--- config.mk ---
export PLATFORM = sky130hd
export DESIGN_NAME = hazard_sb
export DESIGN_NICKNAME = d
export VERILOG_FILES = /design/src/rtl/mycpu_pkg.sv /design/src/rtl/hazard_scoreboard.sv /design/src/rtl/hazard_sb.sv
export SDC_FILE = /design/constraint.sdc
export NUM_CORES = 1
export LEC_CHECK = 0
export CAP_MARGIN = 10
export CELL_PAD_IN_SITES_DETAIL_PLACEMENT = 0
export CELL_PAD_IN_SITES_GLOBAL_PLACEMENT = 2
export CORE_MARGIN = 1.5
export CORE_UTILIZATION = 26
export DETAILED_ROUTE_END_ITERATION = 16
export MAX_ROUTING_LAYER = met4
export PLACE_DENSITY = 0.89
export SYNTH_ARGS = -nofsm -noshare
export SYNTH_HDL_FRONTEND = slang
export SYNTH_SLANG_ARGS = --single-unit
export TNS_END_PERCENT = 30
--- constraint.sdc ---
create_clock -name clk -period 2.9 [get_ports clk]
set_clock_uncertainty 0.05 [all_clocks]
set_input_delay 0.58 -clock clk [delete_from_list [all_inputs] [get_ports clk]]
set_output_delay 0.58 -clock clk [all_outputs]
set_load 0.02 [all_outputs]
--- src/rtl/mycpu_pkg.sv ---
// rtl/mycpu_pkg.sv - shared defaults and forward-select encodings for the hazard unit
package mycpu_pkg;

  localparam int NREG_DEF = 32;
  localparam int RAW_DEF  = 5;

  localparam logic [1:0] FWD_RF = 2'b00;
  localparam logic [1:0] FWD_W  = 2'b01;
  localparam logic [1:0] FWD_M  = 2'b10;

  // M beats W: M holds the younger value of the register
  function automatic logic [1:0] fwd_sel(input logic hit_m, input logic hit_w);
    if (hit_m)      return FWD_M;
    else if (hit_w) return FWD_W;
    else            return FWD_RF;
  endfunction

endpackage

--- src/rtl/hazard_scoreboard.sv ---
// rtl/hazard_scoreboard.sv - register-busy scoreboard for long-latency writers
module hazard_scoreboard
  import mycpu_pkg::*;
#(
  parameter int NREG = NREG_DEF,
  parameter int RAW  = RAW_DEF
) (
  input  logic            clk,
  input  logic            resetn,
  input  logic            set_en,
  input  logic [RAW-1:0]  set_reg,
  input  logic            clr_en,
  input  logic [RAW-1:0]  clr_reg,
  input  logic [RAW-1:0]  rd_a,
  input  logic [RAW-1:0]  rd_b,
  output logic [NREG-1:0] busy,
  output logic            busy_a,
  output logic            busy_b
);

  logic [NREG-1:0] busy_q;
  logic [NREG-1:0] busy_d;

  // Next busy vector: clear first so a same-cycle set of that register wins; r0 never busy
  always_comb begin
    busy_d = busy_q;
    if (clr_en) busy_d[clr_reg] = 1'b0;
    if (set_en) busy_d[set_reg] = 1'b1;
    busy_d[0] = 1'b0;
  end

  // Busy register array, cleared asynchronously on reset
  always_ff @(posedge clk or negedge resetn) begin
    if (!resetn) busy_q <= '0;
    else         busy_q <= busy_d;
  end

  assign busy   = busy_q;
  assign busy_a = busy_q[rd_a];
  assign busy_b = busy_q[rd_b];

endmodule

--- src/rtl/hazard_sb.sv ---
// rtl/hazard_sb.sv - MIPS 5-stage hazard unit with long-op scoreboard; HAZARD_PERF_EN adds stall counters
module hazard_sb
  import mycpu_pkg::*;
#(
  parameter int NREG  = NREG_DEF,
  parameter int RAW   = RAW_DEF,
  parameter int CNT_W = 32
) (
  input  logic             clk,
  input  logic             resetn,
  input  logic             i_stall,
  input  logic             d_stall,
  input  logic [RAW-1:0]   rsD,
  input  logic [RAW-1:0]   rtD,
  input  logic [RAW-1:0]   rsE,
  input  logic [RAW-1:0]   rtE,
  input  logic             branchD,
  input  logic             regjumpD,
  input  logic [RAW-1:0]   writeregE,
  input  logic [RAW-1:0]   writeregM,
  input  logic [RAW-1:0]   writeregW,
  input  logic             regwriteE,
  input  logic             regwriteM,
  input  logic             regwriteW,
  input  logic             memtoregE,
  input  logic             memtoregM,
  input  logic             div_stallE,
  input  logic             flush_exceptionM,
  input  logic             longopM,
  input  logic             lo_done,
  input  logic [RAW-1:0]   lo_reg,
  output logic             forwardaD,
  output logic             forwardbD,
  output logic [1:0]       forwardaE,
  output logic [1:0]       forwardbE,
  output logic             stallF,
  output logic             stallD,
  output logic             stallE,
  output logic             stallM,
  output logic             stallW,
  output logic             flushD,
  output logic             flushE,
  output logic             flushM,
  output logic             flushW,
`ifdef HAZARD_PERF_EN
  output logic [CNT_W-1:0] perf_stall_cnt,
  output logic [CNT_W-1:0] perf_sb_cnt,
  output logic [CNT_W-1:0] perf_flush_cnt,
`endif
  output logic [NREG-1:0]  sb_busy
);

  logic fwd_m_ok;
  logic fwd_w_ok;
  logic lwstall;
  logic branchstall;
  logic jumpstall;
  logic sbstall;
  logic sb_set;
  logic busy_rs;
  logic busy_rt;
  logic longop_hit;

  // A long op in M is not forwardable; its result arrives later through lo_done
  assign fwd_m_ok = regwriteM & ~longopM;
  assign fwd_w_ok = regwriteW;

  // Forward-select generation for D and E sources
  always_comb begin
    forwardaE = fwd_sel(fwd_m_ok & (rsE != '0) & (rsE == writeregM),
                        fwd_w_ok & (rsE != '0) & (rsE == writeregW));
    forwardbE = fwd_sel(fwd_m_ok & (rtE != '0) & (rtE == writeregM),
                        fwd_w_ok & (rtE != '0) & (rtE == writeregW));
    forwardaD = fwd_m_ok & (rsD != '0) & (rsD == writeregM);
    forwardbD = fwd_m_ok & (rtD != '0) & (rtD == writeregM);
  end

  // A long op only enters the scoreboard once it actually leaves M
  assign sb_set = longopM & regwriteM & ~stallM & ~flush_exceptionM & (writeregM != '0);

  hazard_scoreboard #(
    .NREG (NREG),
    .RAW  (RAW)
  ) u_sb (
    .clk     (clk),
    .resetn  (resetn),
    .set_en  (sb_set),
    .set_reg (writeregM),
    .clr_en  (lo_done),
    .clr_reg (lo_reg),
    .rd_a    (rsD),
    .rd_b    (rtD),
    .busy    (sb_busy),
    .busy_a  (busy_rs),
    .busy_b  (busy_rt)
  );

  // Hazard terms; a long op still sitting in M is covered before it reaches the scoreboard
  always_comb begin
    longop_hit  = longopM & regwriteM & (writeregM != '0) &
                  ((writeregM == rsD) | (writeregM == rtD));
    lwstall     = memtoregE & ((rtE == rsD) | (rtE == rtD));
    branchstall = branchD & ((regwriteE & ((writeregE == rsD) | (writeregE == rtD))) |
                             (memtoregM & ((writeregM == rsD) | (writeregM == rtD))));
    jumpstall   = regjumpD & ((regwriteE & (writeregE == rsD)) |
                              (memtoregM & (writeregM == rsD)));
    sbstall     = busy_rs | busy_rt | longop_hit;
  end

  // Stall chain from the back of the pipe forward, plus flushes
  always_comb begin
    stallW = i_stall | d_stall;
    stallM = stallW;
    stallE = stallM | div_stallE;
    stallD = stallE | lwstall | branchstall | jumpstall | sbstall;
    stallF = stallD & ~flush_exceptionM;
    flushD = flush_exceptionM;
    flushM = flush_exceptionM;
    flushW = flush_exceptionM;
    flushE = flush_exceptionM | (stallD & ~stallE);
  end

`ifdef HAZARD_PERF_EN
  logic [CNT_W-1:0] stall_cnt_q;
  logic [CNT_W-1:0] sb_cnt_q;
  logic [CNT_W-1:0] flush_cnt_q;

  // Saturating event counters
  always_ff @(posedge clk or negedge resetn) begin
    if (!resetn) begin
      stall_cnt_q <= '0;
      sb_cnt_q    <= '0;
      flush_cnt_q <= '0;
    end else begin
      if (stallD && (stall_cnt_q != '1))           stall_cnt_q <= stall_cnt_q + 1'b1;
      if (sbstall && (sb_cnt_q != '1))             sb_cnt_q    <= sb_cnt_q + 1'b1;
      if (flush_exceptionM && (flush_cnt_q != '1)) flush_cnt_q <= flush_cnt_q + 1'b1;
    end
  end

  assign perf_stall_cnt = stall_cnt_q;
  assign perf_sb_cnt    = sb_cnt_q;
  assign perf_flush_cnt = flush_cnt_q;
`endif

endmodule

==> flow_metrics.env <==
export IMPL_status="finished, violations left"
export IMPL_violations="negative setup slack"
export IMPL_largest_register_ffs=31
export IMPL_hold_path_depth=2
export IMPL_path_clk_slew_ns=0.06
export IMPL_drt_wl_total_mm=11.6
export IMPL_muxShareOfSynthArea_pct=10.6
export IMPL_cp_max_fo=3
export IMPL_htreeDepth=2
export IMPL_hold_start="u_sb.busy[30]"
export IMPL_layout_drive_gt1_share_pct=34.9
export IMPL_final_max_slew_violation_count=0
export IMPL_hold_viol_final=0
export IMPL_yosysSeqAreaShare_pct=27.5
export IMPL_maxCapViolations=0
export IMPL_io_pins=102
export IMPL_cp_data_arrival_time_ns=2.28
export IMPL_vias=3207
export IMPL_finalCritPeriodShare_pct=101
export IMPL_final_cells=626
export IMPL_power_uw=1380
export IMPL_drc=0
export IMPL_critical_path_required_ns=2.27
export IMPL_synth_avg_cell_area_sq_um=9.11
export IMPL_hold_class="reg -> reg"
export IMPL_die_h_um=107
export IMPL_cts_tree="yes"
export IMPL_portBuffers=100
export IMPL_cts_num_sinks=31
export IMPL_synth_edf_count=0
export IMPL_synth_top_family_by_area="simple AND/OR/NAND/NOR gates"
export IMPL_fin_hold_ws_ns=0.553
export IMPL_gp_congestion=0.897
export IMPL_r2r_cells=3
export IMPL_die_w_um=107
export IMPL_synth_compound_area_share_pct=18.7
export IMPL_rsz0062_at_grt="yes"
export IMPL_synth_top_area_share_pct=27.5
export IMPL_yosys_area_share_simple_pct=19.5
export IMPL_grt_pass1_vias=3330
export IMPL_placed_cells=605
export IMPL_drtIter0Drc=247
export IMPL_drt_vias_per_instance=5.12
export IMPL_syn_inst=310
export IMPL_dp_slack_ns=-0.960
export IMPL_netlist_area_sq_mm=0.00282
export IMPL_nets=544
export IMPL_ys_flop_type="dfrtp_1"
export IMPL_grt_pass1_wl_mm=17.7
export IMPL_fmax_mhz=343
export IMPL_dp_hpwl_mm=8.73
export IMPL_hold_path_end="u_sb.busy[30]"
export IMPL_start_kind="input port"
export IMPL_path_class="in -> out"
export IMPL_reg2reg_to="u_sb.busy[28]"
export IMPL_nFillCells=986
export IMPL_wl_per_cell_um=18.5
export IMPL_cts_root_buf="clkbuf_8"
export IMPL_die_area_sq_mm=0.0115
export IMPL_synthAdderAreaFrac_pct=0
export IMPL_synth_xor_area_share_pct=15.8
export IMPL_synthArstFlopShare_pct=100
export IMPL_reg2reg_slack_ns=1.95
export IMPL_antenna_found_initial=0
export IMPL_drt_first_pass_iters=4
export IMPL_cts_buffer_depth=2
export IMPL_finalCriticalPeriod_ns=2.91
export IMPL_core_sq_mm=0.0104
export IMPL_synth_warnings=0
export IMPL_cts_buffers=5
export IMPL_synth_nets=365
export IMPL_grt_overflow=0
export IMPL_ys_ff_latch=31
export IMPL_leakagePower_uw=0.00204
export IMPL_row_count=37
export IMPL_crit_path_end_kind="output port"
export IMPL_p_per_area_mw_per_mm2=283
export IMPL_synth_area_leader_cell="dfrtp_1"
export IMPL_clock_latency_ns=0.28
export IMPL_start_util_pct=27.1
export IMPL_antenna_cells=0
export IMPL_synthToLayoutAreaGrowth_pct=72.7
export IMPL_worst_slack_ns=-0.0148
export IMPL_antenna_left=0
export IMPL_grt_max_degree=32
export IMPL_vdd_ir_drop_worst_mv=0.154
export IMPL_finalSetupViolCount=2
export IMPL_ys_top_cells_by_area="dfrtp_1, o21ai_0, xnor2_1, xor2_1, mux2i_1"
export IMPL_synthDistinctLibCells=50
export IMPL_crit_reg2reg_launch="u_sb.busy[28]"
export IMPL_grtUsageTotal_pct=20.8
[stage by stage]
stage	utilization [%]	cell area [sq um]	setup TNS (ns)
6_report	46.8	4880	-0.0156
5_1_grt	46.8	4880	-0.281
4_1_cts	46.2	4810	-0.0179
3_5_place_dp	42.8	4460	-5.51
3_3_place_gp	42.8	4460	-5.31
2_1_floorplan	-	2820	0
[how the worst max path moves through the flow]
stage	to	startpoint	cells after the start	slack [ns]
2_1_floorplan	forwardbE[0]	rtE[1]	5	0.04
3_3_place_gp	flushE	rtD[1]	7	-0.93
3_5_place_dp	flushE	rtD[2]	10	-0.96
4_1_cts	flushE	rsD[2]	9	-0.01
5_1_grt	stallF	rsD[2]	10	-0.11
6_report	flushE	rtE[3]	9	-0.01
[timing repair]
item                                    4_1_cts  5_1_grt
resized for setup                           130       27
cloned                                        3        0
hold buffers                                  0        0
pin swaps                                    27       17
endpoints found under the setup margin        9        7
buffers inserted                             10        0
hold endpoints to repair                      0        0
[placed cells by master (no fill, tap or decap), types with 3 or more instances in the layout]
| cell type | n |
|---|---|
| mux2i_1 | 13 |
| clkdlybuf4s15_1 | 4 |
| dlygate4sd2_1 | 12 |
| dfrtp_1 | 31 |
| a2111oi_0 | 3 |
| nand4_1 | 6 |
| mux4_2 | 3 |
| clkbuf_2 | 4 |
| xnor2_1 | 27 |
| nor2b_1 | 8 |
| buf_4 | 92 |
| nor4_2 | 4 |
| o21ai_0 | 62 |
| nand3_1 | 10 |
| xor2_1 | 18 |
| nand3b_1 | 10 |
| nand2_1 | 10 |
| xor2_2 | 4 |
| clkdlybuf4s50_1 | 64 |
| a2111oi_4 | 3 |
| buf_2 | 7 |
| mux4_1 | 3 |
| clkbuf_8 | 7 |
| nor2_1 | 6 |
| or3b_2 | 4 |
| nor3_1 | 5 |
| inv_1 | 4 |
| nor4_1 | 4 |
| buf_6 | 9 |
| or4_1 | 4 |
[power breakdown]
group          internal [uW]  total (uW)  switching, uW
logic                    288         548            260
registers                450         465           15.1
clock network            216         367            151
[critical path, cell delays in order]
cell and delay (ns):
dlygate4sd2_1 0.30, xor2_1 0.18, nor4_1 0.07, and3_1 0.18, a31o_1 0.22, nor4_4 0.34
nand3_4 0.11, a21o_1 0.18, buf_6 0.13
[cells in the mapped netlist (all sizes together) (2+ instances only)]
cell	number
o21ai	62
dfrtp	31
xnor2	28
buf	25
xor2	22
mux2i	13
nand3	13
nand2	10
nand3b	10
nor2	9
nor4	9
nor2b	8
nor3	8
a2111oi	7
mux4	6
nand4	6
inv	5
a221oi	4
or3b	4
or4	4
a31oi	3
clkbuf	3
and3	2
mux2	2
or3	2
[layout make-up]
class | instances | area (sq um) | share of cell area [%]
Sequential cell | 31 | 776 | 15.9
Clock buffer | 8 | 100 | 2.05
Tap cell | 136 | 170 | 3.49
Timing Repair Buffer | 200 | 1780 | 36.5
Inverter | 5 | 18.8 | 0.385
Multi-Input combinational cell | 246 | 2030 | 41.7
[cells by family (layout without fill, tap and decap cells)]
| group | count (synthesis) | after routing |
|---|---|---|
| simple gates | 91 | 91 |
| compound gates | 83 | 83 |
| xor+xnor | 50 | 50 |
| buf+inv | 33 | 213 |
| flops | 31 | 31 |
| mux | 21 | 21 |
| other cells | 1 | 1 |
[metal layers]
layer	GRT usage [%]	wire, um
met5	-	0
met4	8.00	337
met3	3.47	860
met2	32.4	5400
met1	26.9	4970
(Power assumes the default switching activity.)
